<file path="config.mk">
export PLATFORM = sky130hd
export DESIGN_NAME = vga_sync_gen
export DESIGN_NICKNAME = d
export VERILOG_FILES = /design/src/rtl/vga_sync_gen.sv
export SDC_FILE = /design/constraint.sdc
export NUM_CORES = 1
export LEC_CHECK = 0
export CELL_PAD_IN_SITES_DETAIL_PLACEMENT = 0
export CELL_PAD_IN_SITES_GLOBAL_PLACEMENT = 2
export CORE_MARGIN = 5
export CORE_UTILIZATION = 28
export CTS_BUF_LIST = sky130_fd_sc_hd__clkbuf_4 sky130_fd_sc_hd__clkbuf_8 sky130_fd_sc_hd__clkbuf_16
export CTS_CLUSTER_SIZE = 8
export DETAILED_ROUTE_END_ITERATION = 10
export GPL_TIMING_DRIVEN = 1
export PLACE_DENSITY_LB_ADDON = 0.1
export REMOVE_ABC_BUFFERS = 1
export SYNTH_ARGS = -nofsm -noshare
export SYNTH_HDL_FRONTEND = slang
export SYNTH_SLANG_ARGS = --single-unit
</file>
<file path="constraint.sdc">
create_clock -name clk -period 2.9 [get_ports clk]
set_input_delay 0.87 -clock clk [delete_from_list [all_inputs] [get_ports clk]]
set_output_delay 0.87 -clock clk [all_outputs]
set_load 0.005 [all_outputs]
</file>
<file path="src/rtl/vga_sync_gen.sv">
// rtl/vga_sync_gen.sv - VGA 640x480@60 timing generator with pixel gating (optional VGA_BORDER_EN frame border)
module vga_sync_gen #(
    parameter int unsigned CLK_DIV  = 2,
    parameter int unsigned H_SYNC   = 96,
    parameter int unsigned H_BP     = 48,
    parameter int unsigned H_VIS    = 640,
    parameter int unsigned H_FP     = 16,
    parameter int unsigned V_SYNC   = 2,
    parameter int unsigned V_BP     = 33,
    parameter int unsigned V_VIS    = 480,
    parameter int unsigned V_FP     = 10,
    parameter logic [2:0]  FG_COLOR = 3'b111
) (
    input  logic       clk,
    input  logic       reset,
    input  logic       pixel_in,
    output logic [9:0] HCounter,
    output logic [9:0] VCounter,
    output logic       pix_en,
    output logic       hsync,
    output logic       vsync,
    output logic       display_on,
    output logic       frame_tick,
    output logic [2:0] rgb
);

    localparam int unsigned H_TOTAL = H_SYNC + H_BP + H_VIS + H_FP;
    localparam int unsigned V_TOTAL = V_SYNC + V_BP + V_VIS + V_FP;

    // A divide-by-one still needs a one-bit register so the declaration stays legal.
    localparam int unsigned DIV_W = (CLK_DIV > 1) ? $clog2(CLK_DIV) : 1;
    localparam logic [DIV_W-1:0] DIV_LAST = DIV_W'(CLK_DIV - 1);

    localparam logic [9:0] H_LAST      = 10'(H_TOTAL - 1);
    localparam logic [9:0] V_LAST      = 10'(V_TOTAL - 1);
    localparam logic [9:0] H_SYNC_END  = 10'(H_SYNC);
    localparam logic [9:0] V_SYNC_END  = 10'(V_SYNC);
    localparam logic [9:0] H_VIS_START = 10'(H_SYNC + H_BP);
    localparam logic [9:0] H_VIS_END   = 10'(H_SYNC + H_BP + H_VIS);
    localparam logic [9:0] V_VIS_START = 10'(V_SYNC + V_BP);
    localparam logic [9:0] V_VIS_END   = 10'(V_SYNC + V_BP + V_VIS);

    logic [DIV_W-1:0] div;
    logic             h_last;
    logic             v_last;
    logic [2:0]       rgb_normal;

    assign h_last = (HCounter == H_LAST);
    assign v_last = (VCounter == V_LAST);

    // Pixel divider; pix_en is registered so it lands one clk after the divider hits its last count.
    always_ff @(posedge clk) begin
        if (reset) begin
            div    <= '0;
            pix_en <= 1'b0;
        end else begin
            pix_en <= (div == DIV_LAST);
            if (div == DIV_LAST)
                div <= '0;
            else
                div <= div + 1'b1;
        end
    end

    // Raster counters step once per pixel strobe; vertical only moves on a horizontal wrap.
    always_ff @(posedge clk) begin
        if (reset) begin
            HCounter <= '0;
            VCounter <= '0;
        end else if (pix_en) begin
            if (h_last) begin
                HCounter <= '0;
                VCounter <= v_last ? 10'd0 : VCounter + 10'd1;
            end else begin
                HCounter <= HCounter + 10'd1;
            end
        end
    end

    // Frame tick fires only on the natural wrap to (0,0), never on a reset to (0,0).
    always_ff @(posedge clk) begin
        if (reset)
            frame_tick <= 1'b0;
        else
            frame_tick <= pix_en && h_last && v_last;
    end

    // Sync and visible-window decode straight off the counters, so no added latency.
    always_comb begin
        hsync      = (HCounter >= H_SYNC_END);
        vsync      = (VCounter >= V_SYNC_END);
        display_on = (HCounter >= H_VIS_START) && (HCounter < H_VIS_END) &&
                     (VCounter >= V_VIS_START) && (VCounter < V_VIS_END);
    end

    // Colour gating: object pixels only show inside the visible window.
    always_comb begin
        rgb_normal = (display_on && pixel_in) ? FG_COLOR : 3'b000;
`ifdef VGA_BORDER_EN
        if (display_on && ((HCounter == H_VIS_START) || (HCounter == H_VIS_END - 10'd1) ||
                           (VCounter == V_VIS_START) || (VCounter == V_VIS_END - 10'd1)))
            rgb = 3'b111;
        else
            rgb = rgb_normal;
`else
        rgb = rgb_normal;
`endif
    end

endmodule

</file>
==> run_results.csv <==
group,metric,value,unit
cts,clockRootBuffer,"clkbuf_8",
placed_design,postPlaceCellArea,0.001667,sq mm
drt,vias,1225,
run_status,status,"finished, final reports clean",
placed_design,gp_congestion,0.7479,
hold_path,min_path_type,"reg2reg",
timing,finalMaxSlewViolations,0,
yosys,synth.avg_cell_area,8.794,sq um
setup_path,regToRegSetupSlack,0.77,ns
timing,finalCritPeriodShare,98.10,%
placed_design,pre_cts_slack,-0.05514,ns
drt,via_per_inst,5.169,
setup_path,end_kind,"output port",
grt,antenna_found_initial,0,
job,drv_cap,0,
setup_path,r2r_start,"HCounter[0]",
timing,worstMarginPinSlew,0.3679,ns
timing,layout_setup_ws,0.05499,ns
cts,cts_num_sinks,23,
timing,holdWs,0.4108,ns
hold_path,hold_path_end,"div",
cells_and_area,diodes,0,
setup_path,critical_path_class,"reg2out",
die,die_h,76.78,um
setup_path,reg2reg_depth,5,
setup_path,cp_max_fo,3,
yosys,yosysWarnings,0,
timing,fin_skew,0.004002,ns
die,core_region_area,0.004354,sq mm
drt,drc,0,
cells_and_area,layout_common_cells,"clkdlybuf4s50_1 (27), dfxtp_1 (21), buf_4 (18)",
yosys,synth_edf_count,0,
yosys,seq_area_frac_synth,36.87,%
cts,cts_buffers,3,
drt,drt_iter0_drc,76,
yosys,synth_top_cell_by_area,"dfxtp_1",
cells_and_area,layout.nets,194,
drt,drt.antenna.violating_nets,0,
pwr,p_leak,0.0006617,uW
cts,htree_levels,1,
cells_and_area,drive_gt1_share,21.08,%
die,num_io_pins,31,
placed_design,dp_hpwl,2488,um
pwr,vdd_ir_drop_max,0.1432,mV
hold_path,holdCritStartpoint,"div",
timing,timing.fmax,0.3515,GHz
grt,overflow,0,
setup_path,arrival,1.98,ns
grt,grt_pass1_wl,5685,um
yosys,synthArstFlopShare,0,%
timing,finalSetupViolCount,0,
yosys,ys.flop_type,"dfxtp_1",
cts,clock_path_buffers,2,
die,die_area,0.005895,sq mm
cts,clkSlewWorstSetupHoldPaths,0.08,ns
cts,clk_latency,0.26,ns
die,row_count,24,
cells_and_area,post-route-cell-area,0.001773,sq mm
die,start_util,28.68,%
yosys,syn_area,0.001249,sq mm
drt,detail_route.first_pass.iterations,4,
placed_design,io_buffers,30,
setup_path,cp.required,2.03,ns
pwr,totalPowerFinal,555.8,uW
cells_and_area,syn_to_final_growth,41.98,%
yosys,ys_seq_elements,23,
yosys,synthCells,142,
hold_path,holdPathStages,1,
grt,grt_pass1_vias,1171,
drt,wire_per_inst,14.34,um
timing,finalHoldViolCount,0,
drt,routed_wl,3398,um
yosys,synth.top_cell.area_share,36.87,%
timing,period_needed,2.845,ns
yosys,synthTopCellsByArea,"dfxtp_1 (37%), ha_1 (5.0%), xnor2_1 (4.2%)",
pwr,power.density,313.5,mW/mm^2
cts,cts_tree,"done",
timing,finalSetupTns,0,ns
setup_path,cp-start-kind,"flip-flop",
setup_path,r2r-end,"VCounter[8]",
cells_and_area,final_common_cell,"clkdlybuf4s50_1",
grt,grt_use_total,11.37,%
grt,grt_max_degree,13,
timing,slew_headroom,75.24,%
die,die_w,76.78,um
yosys,synth.distinct_cells,40,
[synthesized netlist by cell type, types with 2 or more instances]
| library cell | count |
|---|---|
| nand2b_1 | 3 |
| nand2_1 | 10 |
| or3_1 | 2 |
| clkbuf_1 | 4 |
| nor2_1 | 10 |
| dfxtp_1 | 23 |
| o31ai_1 | 2 |
| ha_1 | 5 |
| o311ai_0 | 2 |
| or4_1 | 4 |
| xnor2_1 | 6 |
| a21oi_1 | 8 |
| nand3_1 | 5 |
| inv_1 | 5 |
| nor3_1 | 10 |
| nand4_1 | 6 |
| xor2_1 | 6 |
| buf_4 | 3 |
| buf_6 | 2 |
| nor4_1 | 6 |
[metrics by stage]
| stage | instances | utilization, % |
|---|---|---|
| 2_1_floorplan | 133 | - |
| 3_3_place_gp | 230 | 38.28 |
| 3_5_place_dp | 230 | 38.28 |
| 4_1_cts | 237 | 40.40 |
| 5_1_grt | 237 | 40.72 |
| 6_report | 237 | 40.72 |
[flip-flops by register name, indices dropped and copies added, names as in the netlist]
name / flops
frame_tick: 1
HCounter: 10
pix_en: 1
div: 1
VCounter: 10
[metal layers]
layer	track usage (%)	vias to the layer above	part of all wire, %
met3	3.162	2	6.7
met1	15.06	582	48
met2	17.91	35	44
met5	0	-	0
li1	-	606	-
met4	3.322	0	0.44
[cell families (layout without fill, tap and decap cells)]
| family | count (synthesis) | after routing | synth area share [%] |
|---|---|---|---|
| simple gates | 68 | 68 | 32.07 |
| flops | 23 | 23 | 36.87 |
| compound gates | 19 | 19 | 10.52 |
| buf+inv | 14 | 57 | 6.312 |
| xor+xnor | 12 | 12 | 8.417 |
| fa+ha+maj | 5 | 5 | 5.010 |
| mux | 1 | 1 | 0.8016 |
[critical path: stages, from the launching register on]
cell,delay [ns]
dfxtp_2,0.34
ha_4,0.17
nor4_4,0.26
nand4b_1,0.17
a211oi_2,0.24
clkdlybuf4s50_1,0.53
[power by group]
group	total, uW	switching (uW)	internal, uW
logic	17.9	8.66	9.21
clock network	216	109	108
registers	322	3.45	318
[worst max path at each step]
stage	from	endpoint	slack [ns]	depth (start not counted)
final	VCounter[0]	display_on	0.05	5
after global placement	VCounter[0]	rgb[2]	0.03	6
after floorplan	HCounter[5]	rgb[0]	0.47	4
after global routing	VCounter[0]	display_on	-0.001	5
after CTS	HCounter[6]	rgb[2]	0.03	7
after detailed placement	VCounter[0]	rgb[2]	-0.06	6
[final cells by class]
| cell class | instances | area (sq um) |
|---|---|---|
| repair buffers | 48 | 427.9 |
| clock buffers | 4 | 48.80 |
| multi-input cells | 105 | 749.5 |
| fillers | 448 | 2581 |
| inverters | 5 | 18.77 |
| well taps | 52 | 65.06 |
| flip-flops and latches | 23 | 462.9 |
[what timing repair did]
action,4_1_cts,5_1_grt
buffers inserted,3,0
resized for setup,8,6
endpoints found under the setup margin,4,1
pin swaps,3,4
hold buffers,0,0
No activity file was read; power rests on OpenSTA's default activity.
